File: src/rtl/dc_coeff_scheduler_if.sv
// Scheduler-facing bus: coefficient buffer read port, DC encoder feed/return, and bit-packer output.
// The master modport is the scheduler side; slave is the surrounding buffer/encoder/packer.
interface dc_coeff_scheduler_if #(
    parameter int COEFF_W = 20,
    parameter int BLK_AW  = 6,
    parameter int CODE_W  = 24,
    parameter int LEN_W   = 6
);
    logic                start;
    logic [BLK_AW:0]     num_blocks;
    logic                busy;
    logic                done;
    logic                coeff_rd_en;
    logic [BLK_AW-1:0]   coeff_rd_addr;
    logic [COEFF_W-1:0]  coeff_rd_data;
    logic                enc_valid;
    logic [COEFF_W-1:0]  enc_coeff;
    logic                enc_first;
    logic                enc_code_valid;
    logic [CODE_W-1:0]   enc_code;
    logic [LEN_W-1:0]    enc_len;
    logic                out_valid;
    logic [CODE_W-1:0]   out_code;
    logic [LEN_W-1:0]    out_len;
    logic                out_last;
    logic                out_ready;
    logic                overflow;

    modport master (
        input  start, num_blocks, coeff_rd_data, enc_code_valid, enc_code, enc_len, out_ready,
        output busy, done, coeff_rd_en, coeff_rd_addr, enc_valid, enc_coeff, enc_first,
               out_valid, out_code, out_len, out_last, overflow
    );

    modport slave (
        output start, num_blocks, coeff_rd_data, enc_code_valid, enc_code, enc_len, out_ready,
        input  busy, done, coeff_rd_en, coeff_rd_addr, enc_valid, enc_coeff, enc_first,
               out_valid, out_code, out_len, out_last, overflow
    );
endinterface

File: src/rtl/dc_coeff_scheduler.sv
// DC coefficient sequencer: read -> encoder -> credit-protected result FIFO -> packer.
// First codeword 1+ENC_LAT+1 cycles after the first read; packer stalls throttle reads via credits.

module dc_fifo #(
    parameter int W  = 8,
    parameter int AW = 2
) (
    input  logic         clk,
    input  logic         reset_n,
    input  logic         push_vld,
    input  logic [W-1:0] push_dat,
    input  logic         pop_rdy,
    output logic [W-1:0] head_dat,
    output logic         head_vld,
    output logic         full,
    output logic         drop
);
    localparam int DEPTH = 2 ** AW;

    logic [W-1:0]  mem [DEPTH];
    logic [AW-1:0] wr_ptr;
    logic [AW-1:0] rd_ptr;
    logic [AW:0]   cnt;
    logic          wr_en;
    logic          rd_en;

    assign head_vld = (cnt != '0);
    assign full     = (cnt == (AW+1)'(DEPTH));
    assign rd_en    = pop_rdy && head_vld;
    // A pop in the same cycle frees the slot, so push-while-full is legal then.
    assign wr_en    = push_vld && (!full || rd_en);
    assign drop     = push_vld && !wr_en;
    assign head_dat = mem[rd_ptr];

    always_ff @(posedge clk) begin
        if (wr_en) mem[wr_ptr] <= push_dat;
    end

    always_ff @(posedge clk or negedge reset_n) begin
        if (!reset_n) begin
            wr_ptr <= '0;
            rd_ptr <= '0;
            cnt    <= '0;
        end else begin
            if (wr_en) wr_ptr <= wr_ptr + AW'(1);
            if (rd_en) rd_ptr <= rd_ptr + AW'(1);
            cnt <= cnt + (AW+1)'(wr_en) - (AW+1)'(rd_en);
        end
    end
endmodule

module dc_coeff_scheduler #(
    parameter int COEFF_W = 20,
    parameter int BLK_AW  = 6,
    parameter int CODE_W  = 24,
    parameter int LEN_W   = 6,
    parameter int ENC_LAT = 4,
    parameter int FIFO_AW = 2
) (
    input  logic                 clk,
    input  logic                 reset_n,
    dc_coeff_scheduler_if.master bus
);
    localparam int DEPTH = 2 ** FIFO_AW;

    if (ENC_LAT < 1 || FIFO_AW < 1) begin : g_bad_params
        $error("dc_coeff_scheduler: ENC_LAT and FIFO_AW must both be at least 1");
    end

    typedef enum logic [1:0] {IDLE, FETCH, DRAIN, DONE} state_t;

    typedef struct packed {
        logic [CODE_W-1:0] code;
        logic [LEN_W-1:0]  len;
    } res_t;

    state_t          state;
    logic [BLK_AW:0] num_lat;
    logic [BLK_AW:0] issued;
    logic [BLK_AW:0] returned;
    logic [BLK_AW:0] popped;
    logic [BLK_AW:0] popped_nxt;
    logic [BLK_AW:0] credit;
    logic            rd_fire;
    logic            push_vld;
    logic            pop_rdy;
    logic            fifo_vld;
    logic            fifo_full;
    logic            fifo_drop;
    logic            enc_vld_q;
    logic            enc_first_q;
    logic            overflow_q;
    res_t            push_dat;
    res_t            head_dat;

    // Credits cover reads in flight, encoder pipeline and FIFO occupancy alike.
    assign credit     = issued - popped;
    assign rd_fire    = (state == FETCH) && (issued < num_lat) && (credit < (BLK_AW+1)'(DEPTH));
    assign push_vld   = bus.enc_code_valid && (state != IDLE);
    assign pop_rdy    = fifo_vld && bus.out_ready;
    assign popped_nxt = popped + (BLK_AW+1)'(pop_rdy);
    assign push_dat   = '{code: bus.enc_code, len: bus.enc_len};

    dc_fifo #(.W($bits(res_t)), .AW(FIFO_AW)) u_res_fifo (
        .clk      (clk),
        .reset_n  (reset_n),
        .push_vld (push_vld),
        .push_dat (push_dat),
        .pop_rdy  (pop_rdy),
        .head_dat (head_dat),
        .head_vld (fifo_vld),
        .full     (fifo_full),
        .drop     (fifo_drop)
    );

    always_ff @(posedge clk or negedge reset_n) begin
        if (!reset_n) begin
            state       <= IDLE;
            num_lat     <= '0;
            issued      <= '0;
            returned    <= '0;
            popped      <= '0;
            enc_vld_q   <= 1'b0;
            enc_first_q <= 1'b0;
            overflow_q  <= 1'b0;
        end else begin
            enc_vld_q   <= rd_fire;
            enc_first_q <= rd_fire && (issued == '0);
            if (fifo_drop) overflow_q <= 1'b1;
            if (rd_fire)   issued     <= issued + (BLK_AW+1)'(1);
            if (push_vld)  returned   <= returned + (BLK_AW+1)'(1);
            if (pop_rdy)   popped     <= popped_nxt;

            case (state)
                IDLE: begin
                    if (bus.start) begin
                        num_lat  <= bus.num_blocks;
                        issued   <= '0;
                        returned <= '0;
                        popped   <= '0;
                        state    <= (bus.num_blocks == '0) ? DONE : FETCH;
                    end
                end
                FETCH: if (issued == num_lat) state <= DRAIN;
                // Look ahead on the pop so done lands the cycle after the final pop.
                DRAIN: if (popped_nxt == num_lat) state <= DONE;
                DONE:  state <= IDLE;
                default: state <= IDLE;
            endcase
        end
    end

    assign bus.busy          = (state != IDLE);
    assign bus.done          = (state == DONE);
    assign bus.coeff_rd_en   = rd_fire;
    assign bus.coeff_rd_addr = rd_fire ? issued[BLK_AW-1:0] : '0;
    assign bus.enc_valid     = enc_vld_q;
    assign bus.enc_first     = enc_first_q;
    assign bus.enc_coeff     = enc_vld_q ? bus.coeff_rd_data : '0;
    assign bus.out_valid     = fifo_vld;
    assign bus.out_code      = fifo_vld ? head_dat.code : '0;
    assign bus.out_len       = fifo_vld ? head_dat.len : '0;
    assign bus.out_last      = fifo_vld && (popped == num_lat - (BLK_AW+1)'(1));
    assign bus.overflow      = overflow_q;
endmodule

File: src/flat_wrapper.sv
// flat-port wrapper written by rule: the top's interface ports become plain ports
module dc_coeff_scheduler_flat 
#(
    parameter int COEFF_W = 20,
    parameter int BLK_AW  = 6,
    parameter int CODE_W  = 24,
    parameter int LEN_W   = 6,
    parameter int ENC_LAT = 4,
    parameter int FIFO_AW = 2
)
  (clk, reset_n, bus_start, bus_num_blocks, bus_coeff_rd_data, bus_enc_code_valid, bus_enc_code, bus_enc_len, bus_out_ready, bus_busy, bus_done, bus_coeff_rd_en, bus_coeff_rd_addr, bus_enc_valid, bus_enc_coeff, bus_enc_first, bus_out_valid, bus_out_code, bus_out_len, bus_out_last, bus_overflow);
  dc_coeff_scheduler_if #(.COEFF_W(COEFF_W), .BLK_AW(BLK_AW), .CODE_W(CODE_W), .LEN_W(LEN_W)) bus_i ();
  input  logic clk;
  input  logic reset_n;
  input wire logic [$bits(bus_i.start)-1:0] bus_start;
  input wire logic [$bits(bus_i.num_blocks)-1:0] bus_num_blocks;
  input wire logic [$bits(bus_i.coeff_rd_data)-1:0] bus_coeff_rd_data;
  input wire logic [$bits(bus_i.enc_code_valid)-1:0] bus_enc_code_valid;
  input wire logic [$bits(bus_i.enc_code)-1:0] bus_enc_code;
  input wire logic [$bits(bus_i.enc_len)-1:0] bus_enc_len;
  input wire logic [$bits(bus_i.out_ready)-1:0] bus_out_ready;
  output wire logic [$bits(bus_i.busy)-1:0] bus_busy;
  output wire logic [$bits(bus_i.done)-1:0] bus_done;
  output wire logic [$bits(bus_i.coeff_rd_en)-1:0] bus_coeff_rd_en;
  output wire logic [$bits(bus_i.coeff_rd_addr)-1:0] bus_coeff_rd_addr;
  output wire logic [$bits(bus_i.enc_valid)-1:0] bus_enc_valid;
  output wire logic [$bits(bus_i.enc_coeff)-1:0] bus_enc_coeff;
  output wire logic [$bits(bus_i.enc_first)-1:0] bus_enc_first;
  output wire logic [$bits(bus_i.out_valid)-1:0] bus_out_valid;
  output wire logic [$bits(bus_i.out_code)-1:0] bus_out_code;
  output wire logic [$bits(bus_i.out_len)-1:0] bus_out_len;
  output wire logic [$bits(bus_i.out_last)-1:0] bus_out_last;
  output wire logic [$bits(bus_i.overflow)-1:0] bus_overflow;
  assign bus_i.start = bus_start;
  assign bus_i.num_blocks = bus_num_blocks;
  assign bus_i.coeff_rd_data = bus_coeff_rd_data;
  assign bus_i.enc_code_valid = bus_enc_code_valid;
  assign bus_i.enc_code = bus_enc_code;
  assign bus_i.enc_len = bus_enc_len;
  assign bus_i.out_ready = bus_out_ready;
  assign bus_busy = bus_i.busy;
  assign bus_done = bus_i.done;
  assign bus_coeff_rd_en = bus_i.coeff_rd_en;
  assign bus_coeff_rd_addr = bus_i.coeff_rd_addr;
  assign bus_enc_valid = bus_i.enc_valid;
  assign bus_enc_coeff = bus_i.enc_coeff;
  assign bus_enc_first = bus_i.enc_first;
  assign bus_out_valid = bus_i.out_valid;
  assign bus_out_code = bus_i.out_code;
  assign bus_out_len = bus_i.out_len;
  assign bus_out_last = bus_i.out_last;
  assign bus_overflow = bus_i.overflow;
  dc_coeff_scheduler #(.COEFF_W(COEFF_W), .BLK_AW(BLK_AW), .CODE_W(CODE_W), .LEN_W(LEN_W), .ENC_LAT(ENC_LAT), .FIFO_AW(FIFO_AW)) u_core (.clk(clk), .reset_n(reset_n), .bus(bus_i));
endmodule
File: config.mk
export PLATFORM = sky130hd
export DESIGN_NAME = dc_coeff_scheduler_flat
export DESIGN_NICKNAME = d
export VERILOG_FILES = /design/src/rtl/dc_coeff_scheduler_if.sv /design/src/rtl/dc_coeff_scheduler.sv /design/src/flat_wrapper.sv
export SDC_FILE = /design/constraint.sdc
export NUM_CORES = 1
export LEC_CHECK = 0
export BUFFER_PORTS_ARGS = -buffer_cell sky130_fd_sc_hd__buf_4
export CORE_MARGIN = 3
export CORE_UTILIZATION = 60
export DETAILED_ROUTE_END_ITERATION = 8
export GPL_ROUTABILITY_DRIVEN = 0
export GPL_TIMING_DRIVEN = 1
export PLACE_DENSITY = 0.86
export SETUP_SLACK_MARGIN = 0.02
export SYNTH_ARGS = -nofsm -noshare
export SYNTH_HDL_FRONTEND = slang
export SYNTH_HIERARCHICAL = 1
export SYNTH_SLANG_ARGS = --single-unit
File: constraint.sdc
create_clock -name clk -period 8.73 [get_ports clk]
set_clock_uncertainty 0.1 [all_clocks]
set_input_delay 0.873 -clock clk [delete_from_list [all_inputs] [get_ports clk]]
set_output_delay 0.873 -clock clk [all_outputs]
set_load 0.05 [all_outputs]
==> results of run 1 <==
==> worst max-delay path: cells and delay by family, from the launching register on <==
family / cells / cell delay [ns]
flops: 1 / 0.50
compound gates: 3 / 1.13
buf+inv: 2 / 0.25
fa+ha+maj: 1 / 0.38
simple gates: 2 / 0.51
==> power by group through the flow <==
stage / sequential (mW) / clock [mW] / combinational [mW]
2_1_floorplan: 1.01 / 0 / 0.998
3_3_place_gp: 1.06 / 0 / 1.24
3_5_place_dp: 1.07 / 0 / 1.27
4_1_cts: 1.06 / 0.764 / 1.29
5_1_grt: 1.08 / 0.795 / 1.36
6_report: 1.06 / 0.751 / 1.28
==> routing by layer <==
metal	GRT usage (%)	wire length (um)	vias to the layer above
met1	31.6	6220	2343
met3	7.31	1130	37
met5	0	0	-
li1	-	-	2127
met4	7.50	327	0
met2	43.3	8350	206
==> cells in the final DEF (no fill, tap or decap), types with 6 or more instances in the layout <==
| cell type | count |
|---|---|
| buf_4 | 130 |
| edfxtp_1 | 120 |
| and2_1 | 56 |
| dfrtp_1 | 32 |
| mux4_2 | 30 |
| ha_1 | 26 |
| inv_1 | 25 |
| o21ai_0 | 19 |
| clkbuf_16 | 17 |
| nand2_1 | 17 |
| nand3_1 | 15 |
| a21oi_1 | 15 |
| nor2_1 | 12 |
| xor2_1 | 11 |
| xnor2_1 | 10 |
| inv_6 | 7 |
| or4_1 | 7 |
| nor2b_1 | 6 |
| and3_1 | 6 |
==> how the worst max path moves through the flow <==
stage / from / end / depth (start not counted)
floorplan: u_core/popped[2]$_DFF_PN0_ / bus_coeff_rd_addr[0] / 8
global placement: u_core/popped[2]$_DFF_PN0_ / bus_coeff_rd_addr[0] / 8
detailed placement: u_core/popped[4]$_DFF_PN0_ / bus_coeff_rd_addr[2] / 8
CTS: u_core/popped[4]$_DFF_PN0_ / bus_coeff_rd_addr[2] / 8
global route: u_core/popped[2]$_DFF_PN0_ / bus_coeff_rd_addr[3] / 8
finish: u_core/popped[4]$_DFF_PN0_ / bus_coeff_rd_addr[2] / 8
==> layout make-up <==
cell class / instances / area, um^2 / share of cell area [%]
Clock buffer: 17 / 425 / 4.79
Clock inverter: 15 / 185 / 2.09
Sequential cell: 153 / 4430 / 49.9
Multi-Input combinational cell: 296 / 2580 / 29.1
Timing Repair Buffer: 130 / 976 / 11.0
Tap cell: 143 / 179 / 2.02
Inverter: 25 / 93.8 / 1.06
==> sequential cells by signal (all words and copies together) (netlist names), 2 cells and up <==
| register | flops |
|---|---|
| u_core/u_res_fifo/mem | 120 |
| u_core/issued | 7 |
| u_core/num_lat | 7 |
| u_core/popped | 7 |
| u_core/u_res_fifo/cnt | 3 |
| u_core/state | 2 |
| u_core/u_res_fifo/rd_ptr | 2 |
| u_core/u_res_fifo/wr_ptr | 2 |
==> metrics by stage <==
| stage | power [mW] | instance area, um^2 | instances | setup WS (ns) |
|---|---|---|---|---|
| after floorplan | 2.00 | 7230 | 495 | 4.57 |
| after global placement | 2.30 | 8260 | 747 | 5.24 |
| after detailed placement | 2.34 | 8260 | 747 | 5.12 |
| after CTS | 3.12 | 8870 | 779 | 4.61 |
| after global routing | 3.24 | 8870 | 779 | 4.37 |
| final | 3.09 | 8870 | 779 | 4.55 |
==> flow_summary.json, run 1 <==
{
  "startpoint_type": "flip-flop",
  "cts_resized": 0,
  "syn-instance-count": 495,
  "postCtsSetupBuffers": 0,
  "seqPwrFrac_pct": 34.3,
  "grt_pass1_wl_mm": 25.3,
  "htreeDepth": 4,
  "n_fill_cell": 680,
  "powerDensity_mw_per_mm2": 349,
  "max_clock_freq_mhz": 239,
  "synthesis.area_mm2": 0.00723,
  "ant_nets": 0,
  "wirelength_mm": 16.0,
  "arrival_ns": 3.21,
  "slew_violations": 0,
  "status": "finished clean",
  "grt.overflow.total": 0,
  "hp-class": "input port to asynchronous set/reset pin",
  "cts_tree": "yes",
  "reg2reg_from": "u_core/u_res_fifo/cnt[1]$_DFF_PN0_",
  "postSynthAreaPerCell_um2": 14.6,
  "clock_latency_ns": 0.42,
  "hold_buffers": 0,
  "relSlewSlack_pct": 28.5,
  "antennaDiodeCount": 0,
  "syn_nets": 584,
  "die_y_um": 116,
  "cts_inserted_buffers": 17,
  "cts_root_buf": "clkbuf_16",
  "viasPerCell": 6.05,
  "start_util_pct": 62.2,
  "ys.warnings.count": 6,
  "clk_pin_slew_worst_paths_ns": 0.06,
  "p_comb_share_pct": 41.4,
  "fin_util_pct": 76.4,
  "core_area_mm2": 0.0116,
  "switching_share_pct": 39.0,
  "tightest_slew_ns": 1.07,
  "clock_path_buffers": 2,
  "clockPowerShare_pct": 24.3,
  "grt_antenna_before_repair": 0,
  "grt_usage_pct": 25.3,
  "crit_slowest_cell": "a2111oi_0",
  "grt_pass1_vias": 4785,
  "min_period_ns": 4.18,
  "hpwlAfterDp_mm": 10.5,
  "power_switching_mw": 1.20,
  "grt_max_degree": 36,
  "hold_ws_ns": 0.289,
  "fin_tns_setup_ns": 0,
  "crit_chain": "inv_1 -> ha_1 -> a21oi_1 -> a21boi_1 -> a2111oi_0 -> nor4_1 -> and3_1 -> buf_4",
  "drc": 0,
  "worst-path-max-fanout": 9,
  "critPathKind": "flip-flop to output port",
  "r2r_slack_ns": 5.16,
  "hold_viol_final": 0,
  "endpoint_kind": "output port",
  "regToRegEndpoint": "u_core/state[1]$_DFFE_PN0P_",
  "dieArea_mm2": 0.0134,
  "wl_per_cell_um": 20.6,
  "io_buffers": 125,
  "cpPeakStageDelay_ns": 0.80,
  "required_ns": 7.76,
  "setup_viol": 0,
  "cap_violations": 0,
  "irDropWorstVdd_v": 0.000201,
  "fin_nets": 712,
  "die_x_um": 116,
  "core.rowCount": 39,
  "power_leakage_nw": 3.51,
  "rsz0062_at_grt": "false",
  "drive_gt1_share_pct": 32.1,
  "finalCritPeriodShare_pct": 47.9,
  "pin_count": 126,
  "area_growth_pct": 22.8,
  "vias": 4713,
  "firstDrtPassIters": 5,
  "power.internal_mw": 1.89,
  "clock-sinks": 153,
  "ff2ff_path_depth": 11,
  "drt_iter0_markers": 444
}
No activity file was read; power rests on OpenSTA's default activity.
==> run 2, diff against run 1 <==
--- a/config.mk
+++ b/config.mk
@@ -5,13 +5,14 @@
 export SDC_FILE = /design/constraint.sdc
 export NUM_CORES = 1
 export LEC_CHECK = 0
+export ABC_AREA = 1
 export BUFFER_PORTS_ARGS = -buffer_cell sky130_fd_sc_hd__buf_4
 export CORE_MARGIN = 3
-export CORE_UTILIZATION = 60
+export CORE_UTILIZATION = 51
 export DETAILED_ROUTE_END_ITERATION = 8
 export GPL_ROUTABILITY_DRIVEN = 0
 export GPL_TIMING_DRIVEN = 1
-export PLACE_DENSITY = 0.86
+export PLACE_DENSITY = 0.77
 export SETUP_SLACK_MARGIN = 0.02
 export SYNTH_ARGS = -nofsm -noshare
 export SYNTH_HDL_FRONTEND = slang
==> constraint.sdc (replaced) <==
create_clock -name clk -period 3.7 [get_ports clk]
set_clock_uncertainty 0.1 [all_clocks]
set_input_delay 0.37 -clock clk [delete_from_list [all_inputs] [get_ports clk]]
set_output_delay 0.37 -clock clk [all_outputs]
set_load 0.05 [all_outputs]
==> flow_summary.json, run 2 <==
{
  "grt.met3_usage_pct": 4.56,
  "worst-path-max-fanout": 9,
  "hold_viol_final": 0,
  "drive_gt1_share_pct": 20.9,
  "cpPeakStageDelay_ns": 0.49,
  "cp_top_family": "simple AND/OR/NAND/NOR gates",
  "clk_pin_slew_worst_paths_ns": 0.07,
  "fin_tns_setup_ns": 0,
  "slew_violations": 0,
  "area_growth_pct": 22.6,
  "die_y_um": 127,
  "antennaDiodeCount": 0,
  "regMostFlops": "u_core/u_res_fifo/mem",
  "switching_share_pct": 46.1,
  "ff2ff_path_depth": 14,
  "firstDrtPassIters": 5,
  "cts_inserted_buffers": 17,
  "ys.warnings.count": 6,
  "startpoint_type": "flip-flop",
  "regToRegEndpoint": "u_core/state[1]$_DFFE_PN0P_",
  "largest_reg_flops": 120,
  "grt_pass1_vias": 5171,
  "hp-start": "bus_enc_code[22]",
  "endpoint_kind": "output port",
  "wirelength_mm": 15.6,
  "min_path_cells": 1,
  "fin_nets": 996,
  "drt_iter0_markers": 475,
  "place_ws_ns": 1.08,
  "critPathKind": "flip-flop to output port",
  "clock_latency_ns": 0.42,
  "critPathMostFrequentCell": "nand2_1",
  "max_clock_freq_mhz": 333,
  "hold_buffers": 1,
  "crit_chain": "inv_1 -> ha_1 -> nand2_1 -> clkinv_1 -> nand2_1 -> nand2_1 -> nand2_1 -> nand2_1 -> nand3_2 -> nor2_8 -> nand3_4 -> nor2_1 -> buf_4",
  "viasPerCell": 5.03,
  "core.rowCount": 43,
  "cap_violations": 0,
  "clock-sinks": 153,
  "pin_count": 126,
  "grt_usage_pct": 19.7,
  "htreeDepth": 4,
  "irDropWorstVdd_v": 0.000763,
  "wl_per_cell_um": 14.2,
  "powerDensity_mw_per_mm2": 861,
  "power_switching_mw": 3.67,
  "r2r_slack_ns": 1.00,
  "seqPwrFrac_pct": 30.3,
  "power.internal_mw": 4.28,
  "setup_viol": 0,
  "cts_root_buf": "clkbuf_16",
  "p_comb_share_pct": 48.7,
  "postCtsSetupBuffers": 0,
  "core_area_mm2": 0.0141,
  "crit_slowest_cell": "dfrtp_1",
  "dieArea_mm2": 0.0162,
  "layout_common_cells": "buf_4 (131), nand2_1 (129), nor2_1 (127), edfxtp_1 (120), inv_1 (115)",
  "start_util_pct": 53.2,
  "clockPowerShare_pct": 21.1,
  "power_leakage_nw": 4.29,
  "io_buffers": 125,
  "ant_nets": 0,
  "syn-instance-count": 782,
  "synthesis.area_mm2": 0.00752,
  "grt.busiest_layer": "met2",
  "grt_use_met1_pct": 25.7,
  "tightest_slew_ns": 0.739,
  "grt.overflow.total": 0,
  "vias": 5536,
  "grt_pass1_wl_mm": 25.0,
  "status": "finished clean",
  "grt_use_met2_pct": 32.2,
  "cts_tree": "yes",
  "setup_ws_ns": 0.700,
  "reg2reg_from": "u_core/u_res_fifo/cnt[1]$_DFF_PN0_",
  "die_x_um": 127,
  "relSlewSlack_pct": 50.7,
  "finalCritPeriodShare_pct": 81.1,
  "drc": 0,
  "syn_nets": 871,
  "required_ns": 3.23,
  "final_common_cell": "buf_4",
  "hp-class": "input port to flip-flop",
  "min_period_ns": 3.00,
  "hpwlAfterDp_mm": 10.4,
  "grt_max_degree": 62,
  "rsz0062_at_grt": "false",
  "cts_resized": 0,
  "postSynthAreaPerCell_um2": 9.62,
  "clock_path_buffers": 2,
  "min_to": "u_core/u_res_fifo/mem[3][28]$_DFFE_PP_",
  "crit_buf_inv": 3,
  "power.total_mw": 7.95,
  "arrival_ns": 2.53,
  "grt_antenna_before_repair": 0
}
-- run 2: per-stage QoR --
stage          cells  utilization (%)  hold slack (ns)  area (um^2)
2_1_floorplan    782                -          -0.0256         7520
3_3_place_gp    1067             60.9            0.241         8620
3_5_place_dp    1067             60.9            0.244         8620
4_1_cts         1100             65.2           0.0275         9230
5_1_grt         1100             65.2           0.0299         9230
6_report        1100             65.2           0.0450         9230
-- run 2: worst max-delay path by stage --
stage	startpoint	endpoint	depth (start not counted)
floorplan	u_core/u_res_fifo/cnt[1]$_DFF_PN0_	u_core/u_res_fifo/mem[0][0]$_DFFE_PP_	8
global placement	u_core/u_res_fifo/cnt[1]$_DFF_PN0_	u_core/state[1]$_DFFE_PN0P_	14
detailed placement	u_core/u_res_fifo/cnt[1]$_DFF_PN0_	u_core/state[1]$_DFFE_PN0P_	14
CTS	u_core/num_lat[2]$_DFFE_PN0P_	bus_coeff_rd_addr[0]	12
global route	u_core/popped[2]$_DFF_PN0_	bus_coeff_rd_addr[0]	13
finish	u_core/popped[2]$_DFF_PN0_	bus_coeff_rd_addr[0]	13
-- run 2: per-layer routing --
metal	vias to the layer above	share of wire, %
li1	2797	-
met1	2552	43
met2	176	49
met3	11	7.1
met4	0	0.94
met5	-	0
-- run 2: cell type report --
| type | count | area [um^2] |
|---|---|---|
| flip-flops and latches | 153 | 4430 |
| fillers | 1112 | 4920 |
| repair buffers | 133 | 1010 |
| clock buffers | 17 | 425 |
| clock inverters | 15 | 176 |
| multi-input cells | 481 | 2500 |
| well taps | 180 | 225 |
| inverters | 121 | 458 |
-- run 2: power groups by stage --
stage	clock [mW]	sequential [mW]	combinational, mW
2_1_floorplan	0	2.38	2.94
6_report	1.68	2.41	3.87
3_5_place_dp	0	2.44	3.87
3_3_place_gp	0	2.43	3.82
4_1_cts	1.71	2.40	3.90
5_1_grt	1.79	2.44	4.25
